[src/rtl/uart_pkg.sv]
// rtl/uart_pkg.sv - shared debug UART constants and types
package uart_pkg;

  // Escape byte; the transmitter uses the same value.
  localparam logic [7:0] ESC = 8'h1B;

  typedef enum logic [1:0] {
    ST_IDLE,
    ST_START,
    ST_DATA,
    ST_STOP
  } rx_state_t;

endpackage

[src/rtl/uart_rx_sync.sv]
// rtl/uart_rx_sync.sv - RX line synchroniser with falling-edge detect
module uart_rx_sync (
  input  logic CLK_I,
  input  logic RST_I,
  input  logic RX_I,
  output logic rx_sync,
  output logic rx_fall
);

  logic meta;
  logic prev;

  // Two-flop synchroniser plus a history flop; idle-high line, so reset to 1.
  always_ff @(posedge CLK_I or posedge RST_I) begin
    if (RST_I) begin
      meta    <= 1'b1;
      rx_sync <= 1'b1;
      prev    <= 1'b1;
    end else begin
      meta    <= RX_I;
      rx_sync <= meta;
      prev    <= rx_sync;
    end
  end

  assign rx_fall = prev & ~rx_sync;

endmodule

[src/rtl/uart_rx.sv]
// rtl/uart_rx.sv - 8N1 debug UART receiver with pause/resume escape filter
module uart_rx
  import uart_pkg::*;
#(
  parameter int         CLK_RATE  = 100_000_000,
  parameter int         BAUD_RATE = 115200,
  parameter logic [7:0] RESUME    = 8'h00
) (
  input  logic       CLK_I,
  input  logic       RST_I,
  input  logic       RX_I,
  output logic [7:0] DATA_O,
  output logic       RX_DONE_O,
  output logic       RX_BUSY_O,
  output logic       FRAME_ERR_O,
  output logic       PAUSE_O,
  output logic       ESC_DETECTED_O
);

  localparam int BIT_TICKS  = CLK_RATE / BAUD_RATE;
  localparam int HALF_TICKS = BIT_TICKS / 2;
  localparam int CNT_W      = (BIT_TICKS > 2) ? $clog2(BIT_TICKS) : 1;

  localparam logic [CNT_W-1:0] BIT_RELOAD  = CNT_W'(BIT_TICKS - 1);
  localparam logic [CNT_W-1:0] HALF_RELOAD = CNT_W'(HALF_TICKS - 1);

  rx_state_t        state;
  logic [CNT_W-1:0] tick_cnt;
  logic [2:0]       bit_idx;
  logic [7:0]       shreg;
  logic             esc_pending;
  logic             rx_sync;
  logic             rx_fall;

  uart_rx_sync u_sync (
    .CLK_I   (CLK_I),
    .RST_I   (RST_I),
    .RX_I    (RX_I),
    .rx_sync (rx_sync),
    .rx_fall (rx_fall)
  );

  // Frame FSM, bit-centre sampling and escape filtering with registered strobes.
  always_ff @(posedge CLK_I or posedge RST_I) begin
    if (RST_I) begin
      state          <= ST_IDLE;
      tick_cnt       <= '0;
      bit_idx        <= '0;
      shreg          <= '0;
      esc_pending    <= 1'b0;
      DATA_O         <= '0;
      RX_DONE_O      <= 1'b0;
      FRAME_ERR_O    <= 1'b0;
      ESC_DETECTED_O <= 1'b0;
      PAUSE_O        <= 1'b0;
    end else begin
      RX_DONE_O      <= 1'b0;
      FRAME_ERR_O    <= 1'b0;
      ESC_DETECTED_O <= 1'b0;
      case (state)
        ST_IDLE: begin
          if (rx_fall) begin
            tick_cnt <= HALF_RELOAD;
            state    <= ST_START;
          end
        end
        ST_START: begin
          if (tick_cnt == '0) begin
            if (!rx_sync) begin
              tick_cnt <= BIT_RELOAD;
              bit_idx  <= '0;
              state    <= ST_DATA;
            end else begin
              // Line back high at mid-start: treat as a glitch.
              state <= ST_IDLE;
            end
          end else begin
            tick_cnt <= tick_cnt - 1'b1;
          end
        end
        ST_DATA: begin
          if (tick_cnt == '0) begin
            shreg    <= {rx_sync, shreg[7:1]};
            tick_cnt <= BIT_RELOAD;
            if (bit_idx == 3'd7) begin
              state <= ST_STOP;
            end else begin
              bit_idx <= bit_idx + 1'b1;
            end
          end else begin
            tick_cnt <= tick_cnt - 1'b1;
          end
        end
        ST_STOP: begin
          if (tick_cnt == '0) begin
            // Leave at mid-stop so a start edge half a bit later is caught.
            state <= ST_IDLE;
            if (!rx_sync) begin
              FRAME_ERR_O <= 1'b1;
            end else if (!esc_pending) begin
              if (shreg == ESC) begin
                esc_pending    <= 1'b1;
                PAUSE_O        <= 1'b1;
                ESC_DETECTED_O <= 1'b1;
              end else begin
                DATA_O    <= shreg;
                RX_DONE_O <= 1'b1;
              end
            end else begin
              esc_pending <= 1'b0;
              if (shreg == RESUME) begin
                PAUSE_O <= 1'b0;
              end else begin
                DATA_O    <= shreg;
                RX_DONE_O <= 1'b1;
              end
            end
          end else begin
            tick_cnt <= tick_cnt - 1'b1;
          end
        end
        default: state <= ST_IDLE;
      endcase
    end
  end

  assign RX_BUSY_O = (state != ST_IDLE);

endmodule

[config.mk]
export PLATFORM = sky130hd
export DESIGN_NAME = uart_rx
export DESIGN_NICKNAME = d
export VERILOG_FILES = /design/src/rtl/uart_pkg.sv /design/src/rtl/uart_rx_sync.sv /design/src/rtl/uart_rx.sv
export SDC_FILE = /design/constraint.sdc
export NUM_CORES = 1
export LEC_CHECK = 0
export ABC_CLOCK_PERIOD_IN_PS = 2600
export CAP_MARGIN = 20
export CORE_AREA = 2 2 62 64
export DETAILED_ROUTE_END_ITERATION = 10
export DIE_AREA = 0 0 64 66
export PLACE_DENSITY = 0.76
export SYNTH_ARGS = -nofsm -noshare
export SYNTH_HDL_FRONTEND = slang
export SYNTH_SLANG_ARGS = --single-unit
[constraint.sdc]
create_clock -name CLK_I -period 2.6 [get_ports CLK_I]
set_input_delay 0.52 -clock CLK_I [delete_from_list [all_inputs] [get_ports CLK_I]]
set_output_delay 0.52 -clock CLK_I [all_outputs]
set_load 0.02 [all_outputs]
## Word level (Yosys, flattened, before mapping)

Cells that the tools add are included.

| word-level totals | value |
|---|---|
| register bits | 39 |
| bits in latches | 0 |
| RAM bits | 0 |
| bits in read-only memories | 0 |
| output and inout port bits | 13 |
| word-level logic and storage cells | 85 |
| memories | 0 |

| operators by class | value |
|---|---|
| add/subtract/negate cells | 2 |
| multiply operators | 0 |
| div/mod/pow operators | 0 |
| magnitude comparators | 0 |
| eq/ne operators | 17 |
| shift-type cells | 0 |
| multiplexer cells | 38 |
| bitwise logic cells | 2 |
| reductions and logical operators | 13 |

Operators with widths:

| cell | count |
|---|---|
| $mux 10 | 5 |
| $pmux 10 s4 | 1 |
| $mux 8 | 3 |
| $ne 2x2->1 const B | 10 |
| $reduce_and 5->1 | 4 |
| $mux 1 | 17 |
| $mux 2 | 6 |
| $mux 3 | 4 |
| $logic_not 10->1 | 1 |
| $sub 10x1->10 const B | 1 |
| $eq 8x5->1 const B | 1 |
| $logic_not 8->1 | 1 |
| $pmux 2 s4 | 1 |
| $pmux 3 s2 | 1 |
| $reduce_and 3->1 | 2 |
| $reduce_bool 2->1 | 3 |
| $eq 2x2->1 const B | 2 |
| $add 3x1->3 const B | 1 |
| $eq 3x3->1 const B | 1 |
| $ne 3x3->1 const B | 1 |
| $eq 2x1->1 const B | 1 |
| $logic_not 2->1 | 1 |
| $ne 2x1->1 const B | 1 |
| $reduce_and 2->1 | 1 |
| 2 further kinds | 2 |

## Depth between registers and ports, before layout

Gate-level depths: netlist (run 1).

| depth | value |
|---|---|
| depth in word-level cells | 6 |
| gate-level depth with buffers | 9 |
| mapped depth without buffers | 8 |

## Modules after synthesis

From an unflattened synthesis (run 1), not the netlist that was laid out.

| second synthesis, totals | value |
|---|---|
| cells, all modules | 183 |
| area total of the unflattened synthesis | 2075.7 um^2 |

Modules (own cells, without submodules):

| module | instances | cells an instance | area an instance (um^2) | seq. area each (um^2) |
|---|---|---|---|---|
| uart_rx | 1 | 178 | 1979.4 | 900.9 |
| uart_rx_sync | 1 | 5 | 96.3 | 78.8 |

## Least setup slack after synthesis (run 1)

Ideal clock, no wire load.

| timing | value |
|---|---|
| path type | register to register |
| from | register tick_cnt[5] |
| to | register tick_cnt[3] |
| setup time | 110 ps |
| arrival time | 1896 ps |
| data required time | 2490 ps |
| setup slack | 594 ps |
| stages on the path, launching flop included | 8 |
| buffers on the path | 2 |
| path through | dfrtp_1 or4_4 or3_4 o21ai_2 buf_4 buf_6 o21ai_0 o41ai_1 |

| between the ends | value |
|---|---|
| cells in the longest elaborated chain, start to end | 3 |

RTL lines:

| element | line | source |
|---|---|---|
| start: declaration | uart_rx.sv:28 | `logic [CNT_W-1:0] tick_cnt;` |
| start signal: assignment | uart_rx.sv:78 | `tick_cnt <= tick_cnt - 1'b1;` |
| start signal: assignment | uart_rx.sv:91 | `tick_cnt <= tick_cnt - 1'b1;` |
| start signal: assignment | uart_rx.sv:119 | `tick_cnt <= tick_cnt - 1'b1;` |
| $logic_not 10->1 (*) | uart_rx.sv:68, uart_rx.sv:82, uart_rx.sv:95 |  |
| $mux 10 (tied with other cells) | uart_rx.sv:82 | `if (tick_cnt == '0) begin` |
| $pmux 10 s4 / $reduce_and 3->1 (equally long branches) | n/a |  |

Every way passes the cells marked *; elsewhere a longest branch is shown, timed or not.
A chain may end at the register's enable or synchronous reset.

## Final worst setup path (run 1)

| timing | value |
|---|---|
| from | register state[0] |
| to | output RX_BUSY_O |

| between the ends | value |
|---|---|
| cells in the longest elaborated chain, start to end | 1 |

RTL lines:

| element | line | source |
|---|---|---|
| start: declaration | uart_rx.sv:27 | `rx_state_t state;` |
| start signal: assignment | uart_rx.sv:46 | `state <= ST_IDLE;` |
| start signal: assignment | uart_rx.sv:64 | `state <= ST_START;` |
| start signal: assignment | uart_rx.sv:72 | `state <= ST_DATA;` |
| $reduce_bool 2->1 | uart_rx.sv:127 | `assign RX_BUSY_O = (state != ST_IDLE);` |
| end: declaration | uart_rx.sv:14 | `output logic RX_BUSY_O,` |

No other way between the ends.

==> out/metrics.cfg, run 1 <==
[timing]
rsz0062_at_grt = false
relSlewSlack_pct = 52.72
post-route-min-period_ns = 2.296
hold_viol = 0
setup_tns_ns = 0
fin_crit_sh_pct = 88.31
maxSlewViolCount = 0
setup_slack_ns = 0.3041
tightest_slew_ns = 0.7015
fin_worst_skew_ns = 0.007828
setup_viol = 0
max_freq_ghz = 0.4356

[place]
port_buffers = 15
gp_congestion = 0.8708
hpwl_um = 2537
dp_slack_ns = 0.3919
placed_area_um2 = 2145

[logic_synthesis]
syn_nets = 192
synth-compound-area-share_pct = 17.00
ys.flop_type = dfrtp_1
syn-cell-area_um2 = 1951
synth_area_per_cell_um2 = 10.84
synthMuxAreaShare_pct = 8.595
synth-seq-cells = 39
synth_top_area_share_pct = 46.18
synth_edf_count = 0
yosysTopAreaCell = dfrtp_1
syn_inst = 180
synth-simple-area-share_pct = 14.88
synth_top_family_by_area = compound AO/OA/AOI/OAI gates
synth_async_sr_flop_share_pct = 100.0
synthAdderAreaFrac_pct = 5.773
synth_xor_area_share_pct = 0
yosysSeqAreaShare_pct = 50.22
synth_warnings = 0
yosys-top-cells-area = dfrtp_1 46%, mux2_2 8.1%, ha_1 5.8%
synth_cell_types = 46

[setup_path]
cp_common_cell = inv_1
path_buf_inv = 3
cp-end-kind = output pin
critPathLaunchType = register
cp.required_ns = 2.08
cp_slowest_cell = clkdlybuf4s50_1
crit_type = reg2out
path_cells = inv_1 -> ha_1 -> inv_1 -> clkdlybuf4s50_1
worstPathArrival_ns = 1.78
critPathMaxFanout = 6
worst_path_largest_cell_delay_ns = 0.59
path_delay_family = buffers and inverters

[grt]
grt_first_pass_wirelength_um = 6072
grt-ovfl-total = 0
antenna_found_initial = 0
grt_max_degree = 40
grt_pass1_vias = 1362
grt_usage_pct = 18.62

[cells_and_area]
mostFrequentLayoutCells = 36 x dfrtp_1, 15 x clkdlybuf4s50_1, 14 x mux2_2
finalInstanceArea_um2 = 2226
nNetsFinal = 211
drive_above_1_share_pct = 17.50
nFillCells = 269
multi_input_area_um2 = 902.1
seqCellArea_um2 = 979.7
antennaDiodeCount = 0
final_util_pct = 62.69
final_common_cell = dfrtp_1
syn_to_final_growth_pct = 14.11

[power]
swShare_pct = 40.13
pwr-share-clk_pct = 19.0
pwr-share-seq_pct = 38.5
power_uw = 2127
p_switching_uw = 853.3
powerDensity_nw_per_um2 = 955.4
intPower_uw = 1273
power_frac_comb_pct = 42.5
vdd_ir_drop_max_v = 0.0005296
power_leakage_uw = 0.001024

[die]
fp.coreArea_um2 = 3551
die_y_um = 66
die_w_um = 64
num_io_pins = 16
num_rows = 22
initial_utilization_pct = 54.93
dieArea_um2 = 4224

[cts]
clock_latency_ns = 0.35
post_cts_buffers = 0
path_clk_slew_ns = 0.11
cts_resized = 0
numCtsBuffers = 5
clockBufferDepth = 2
cts_tree = built
cts.sinks = 39
cts-hold-fix-buffers = 0
cts_root_buf = clkbuf_4
h-tree-depth = 2

[job]
drv_cap = 0

[route]
dr.pass1.iters = 4
avgViaCountPerCell = 5.802
routed_wl_um = 3600
ant_nets = 0
wire_per_inst_um = 14.52
first_iter_violations = 80
drc_errors = 0
vias = 1439

[worst_hold_path]
hold_class = reg2reg

[outcome]
status = finished clean

-- power groups by stage --
stage	combinational [uW]	clock, uW	sequential (uW)
after floorplan	725	0	806
after global placement	869	0	819
after detailed placement	898	0	826
after CTS	904	414	816
after global routing	1020	445	839
final	903	405	819
-- sequential cells by signal, indices dropped and copies added (netlist names), named ones only --
name            flops
ESC_DETECTED_O      1
FRAME_ERR_O         1
esc_pending         1
PAUSE_O             1
u_sync.meta         1
bit_idx             3
state               1
u_sync.prev         1
DATA_O              8
RX_DONE_O           1
shreg               8
tick_cnt           10
u_sync.rx_sync      1
-- cells in the mapped netlist, types with 2 or more instances --
cell type and number:
dfrtp_1 36, mux2_2 14, o21ai_0 13, nor2_1 12, a21oi_1 10, inv_1 10
ha_1 9, nand2_1 9, nand3_1 6, nand2b_1 5, nor3_1 5, o22a_1 4
dfstp_2 3, nor3b_1 3, nor4_1 3, a21o_1 2, a31oi_1 2, and3_1 2
clkbuf_1 2, nor2b_1 2, o21a_1 2, o41ai_1 2
-- cells by family after synthesis --
logic type,after synthesis
adders and majority gates,9
and+or+nand+nor,54
muxes,15
buffers and inverters,15
DFF,39
AOI/OAI and AO/OA,48
-- metrics by stage --
step	instances	hold slack (ns)
2_1_floorplan	180	0.3452
3_3_place_gp	240	0.3465
3_5_place_dp	240	0.3476
4_1_cts	248	0.3639
5_1_grt	248	0.3731
6_report	248	0.3643
-- worst paths after layout --
kind	start	end	slack [ns]	depth (start not counted)
worst min register to register	u_sync.meta	u_sync.rx_sync	0.36	0
max in group asynchronous	RST_I	u_sync.prev	1.67	3
worst min-delay path	u_sync.meta	u_sync.rx_sync	0.36	0
min in group asynchronous	RST_I	bit_idx[2]	0.58	3
worst max-delay path	state[0]	RX_BUSY_O	0.30	4
worst max register to register	tick_cnt[5]	tick_cnt[9]	0.38	6
-- cell type report --
cell class | instances | share of cell area (%)
Inverter | 10 | 1.686
Clock buffer | 5 | 1.686
Tap cell | 48 | 2.698
Clock inverter | 3 | 1.967
Multi-Input combinational cell | 126 | 40.53
Timing Repair Buffer | 17 | 7.420
Sequential cell | 39 | 44.01
-- layer usage --
layer,wire length (um),track usage [%]
met5,0,0
met4,46,7.337
met3,119,4.259
met2,1794,32.42
met1,1639,22.33
Power figures use the tool's default switching activity.
==> inputs of run 2 (changes only) <==
--- a/config.mk
+++ b/config.mk
@@ -11,6 +11,7 @@
 export DETAILED_ROUTE_END_ITERATION = 10
 export DIE_AREA = 0 0 64 66
 export PLACE_DENSITY = 0.76
+export SLEW_MARGIN = 20
 export SYNTH_ARGS = -nofsm -noshare
 export SYNTH_HDL_FRONTEND = slang
 export SYNTH_SLANG_ARGS = --single-unit
==> results of run 2 <==
Final layout, timing and power as in run 1 (identical DEF).
==> inputs of run 3 (changes only) <==
--- a/config.mk
+++ b/config.mk
@@ -7,10 +7,12 @@
 export LEC_CHECK = 0
 export ABC_CLOCK_PERIOD_IN_PS = 2600
 export CAP_MARGIN = 20
-export CORE_AREA = 2 2 62 64
+export CELL_PAD_IN_SITES_DETAIL_PLACEMENT = 1
+export CELL_PAD_IN_SITES_GLOBAL_PLACEMENT = 2
+export CORE_AREA = 2 2 75 77
 export DETAILED_ROUTE_END_ITERATION = 10
-export DIE_AREA = 0 0 64 66
-export PLACE_DENSITY = 0.76
+export DIE_AREA = 0 0 77 79
+export PLACE_DENSITY_LB_ADDON = 0.1
 export SLEW_MARGIN = 20
 export SYNTH_ARGS = -nofsm -noshare
 export SYNTH_HDL_FRONTEND = slang
==> run 3 against run 2 <==
Final area grew 2.2%. Register-to-register slack improved by 0.04 ns. Clock-buffer cell count rose by 1. Sequential power up 0.5%. Power grew 3.1%. Non-clock buffer count grew 2. Combinational power increased by 7.5%. Global-route usage shrank 2.1 points.
==> out/metrics.cfg, run 3 (synthesis gave the netlist of run 1 again) <==
[timing]
setup_slack_ns = 0.3741  ; was 0.3041 ns
maxSlewViolCount = 0  ; unchanged
fin_crit_sh_pct = 85.61  ; was 88.31%
setup_viol = 0  ; unchanged
rsz0062_at_grt = false  ; unchanged
relSlewSlack_pct = 60.46  ; was 52.72%
post-route-min-period_ns = 2.226  ; was 2.296 ns
hold_viol = 0  ; unchanged
fin_worst_skew_ns = 0.004358  ; was 0.007828 ns
setup_tns_ns = 0  ; unchanged
tightest_slew_ns = 0.5876  ; was 0.7015 ns
max_freq_ghz = 0.4493  ; was 0.4356 GHz

[power]
pwr-share-clk_pct = 18.2  ; was 19.0%
vdd_ir_drop_max_v = 0.0004036  ; was 0.0005296 V
intPower_uw = 1280  ; was 1273 uW
power_frac_comb_pct = 44.3  ; was 42.5%
power_leakage_uw = 0.001030  ; was 0.001024 uW
pwr-share-seq_pct = 37.5  ; was 38.5%
swShare_pct = 41.65  ; was 40.13%
powerDensity_nw_per_um2 = 964.0  ; was 955.4 nW/um2
p_switching_uw = 913.2  ; was 853.3 uW

[cells_and_area]
drive_above_1_share_pct = 17.82  ; was 17.50%
syn_to_final_growth_pct = 16.61  ; was 14.11%
nNetsFinal = 213  ; was 211
largest_reg_flops = 10  ; unchanged
antennaDiodeCount = 0  ; unchanged
largest_register = tick_cnt  ; unchanged
reg_top3 = tick_cnt: 10 flops, DATA_O: 8 flops, shreg: 8 flops  ; unchanged
layoutNonFillerInstCount = 274  ; was 248
mostFrequentLayoutCells = 36 x dfrtp_1, 15 x clkdlybuf4s50_1, 14 x mux2_2  ; unchanged
finalInstanceArea_um2 = 2275  ; was 2226 um2
final_common_cell = dfrtp_1  ; unchanged

[die]
num_rows = 27  ; was 22
fp.coreArea_um2 = 5338  ; was 3551 um2
initial_utilization_pct = 36.54  ; was 54.93%
die_w_um = 77  ; was 64 um
die_y_um = 79  ; was 66 um
dieArea_um2 = 6083  ; was 4224 um2
num_io_pins = 16  ; unchanged

[grt]
grt_usage_pct = 16.55  ; was 18.62%
grt_first_pass_wirelength_um = 7886  ; was 6072 um
antenna_found_initial = 0  ; unchanged
grt_max_degree = 40  ; unchanged
grt-ovfl-total = 0  ; unchanged
grt_pass1_vias = 1551  ; was 1362

[worst_hold_path]
hold_start = u_sync.meta  ; unchanged
hold_class = reg2reg  ; unchanged

[place]
placed_area_um2 = 2190  ; was 2145 um2
port_buffers = 15  ; unchanged
dp.cells = 266  ; was 240
dp_slack_ns = 0.4240  ; was 0.3919 ns
gp_congestion = 0.7524  ; was 0.8708
hpwl_um = 3263  ; was 2537 um

[cts]
h-tree-depth = 2  ; unchanged
numCtsBuffers = 5  ; unchanged
path_clk_slew_ns = 0.08  ; was 0.11 ns
clock_latency_ns = 0.29  ; was 0.35 ns
cts_resized = 0  ; unchanged
clockBufferDepth = 2  ; unchanged
cts-hold-fix-buffers = 0  ; unchanged
cts_tree = built  ; unchanged
cts.sinks = 39  ; unchanged
cts_root_buf = clkbuf_8  ; was clkbuf_4
post_cts_buffers = 0  ; unchanged

[setup_path]
cp.required_ns = 2.08  ; about the same
critPathMaxFanout = 6  ; unchanged
r2r_setup_slack_ns = 0.42  ; was 0.38 ns
worstPathArrival_ns = 1.71  ; was 1.78 ns
cp-end-kind = output pin  ; unchanged
critPathLaunchType = register  ; unchanged
critPathLaunch = state[0]  ; unchanged
crit_type = reg2out  ; unchanged
r2r-start = tick_cnt[5]  ; unchanged

[outcome]
status = finished clean  ; unchanged

[route]
ant_nets = 0  ; unchanged
vias = 1449  ; was 1439
drc_errors = 0  ; unchanged
first_iter_violations = 67  ; was 80
dr.pass1.iters = 4  ; unchanged
avgViaCountPerCell = 5.288  ; was 5.802
wire_per_inst_um = 16.17  ; was 14.52 um
routed_wl_um = 4431  ; was 3600 um

[job]
drv_cap = 0  ; unchanged

run 3: cell count changes in the layout (fill, tap and decap cells not counted), sizes merged:
cell,previous run,this run
clkbuf,5,6
clkinvlp,0,1
bufinv,1,0
clkinv,2,1
buf,2,4
run 3: worst paths after layout:
path,depth (start not counted),endpoint
worst max-delay path,4,RX_BUSY_O
worst min-delay path,0,u_sync.rx_sync
worst max register to register,6,tick_cnt[1]
worst min register to register,0,u_sync.rx_sync
max in group asynchronous,3,u_sync.meta
min in group asynchronous,3,FRAME_ERR_O
run 3: per-layer routing:
| metal | GRT usage, % | wire length (um) | vias to the layer above | share of wire [%] |
|---|---|---|---|---|
| met5 | 0 | 0 | - | 0 |
| met4 | 4.821 | 53 | 0 | 1.2 |
| met3 | 3.068 | 112 | 6 | 2.5 |
| met2 | 27.89 | 2204 | 17 | 50 |
| met1 | 21.88 | 2060 | 724 | 46 |
| li1 | - | - | 702 | - |
run 3: worst max-delay path: stages (launching register included):
cell and delay, ns:
dfrtp_1 0.44, inv_1 0.11, ha_1 0.23, inv_1 0.05, clkdlybuf4s50_1 0.59
run 3: power by group through the flow:
stage / Clock [uW] / Combinational, uW / Sequential [uW]
after floorplan: 0 / 725 / 806
after global placement: 0 / 922 / 820
after global routing: 446 / 1110 / 839
after detailed placement: 0 / 977 / 833
after CTS: 417 / 984 / 822
final: 399 / 971 / 823
run 3: final cells by class:
cell class / instances / area [um2]
Sequential cell: 39 / 979.7
Clock inverter: 2 / 12.51
Clock buffer: 6 / 72.57
Tap cell: 72 / 90.09
Multi-Input combinational cell: 126 / 902.1
Timing Repair Buffer: 19 / 180.2
Inverter: 10 / 37.54
Fill cell: 615 / 3063
run 3: through the flow:
| step | power (uW) | utilization, % | hold slack, ns |
|---|---|---|---|
| finish | 2193 | 42.62 | 0.3617 |
| global route | 2392 | 42.62 | 0.3675 |
| CTS | 2222 | 42.62 | 0.3644 |
| detailed placement | 1811 | 41.02 | 0.3529 |
| global placement | 1742 | 41.02 | 0.3482 |
| floorplan | 1531 | - | 0.3452 |
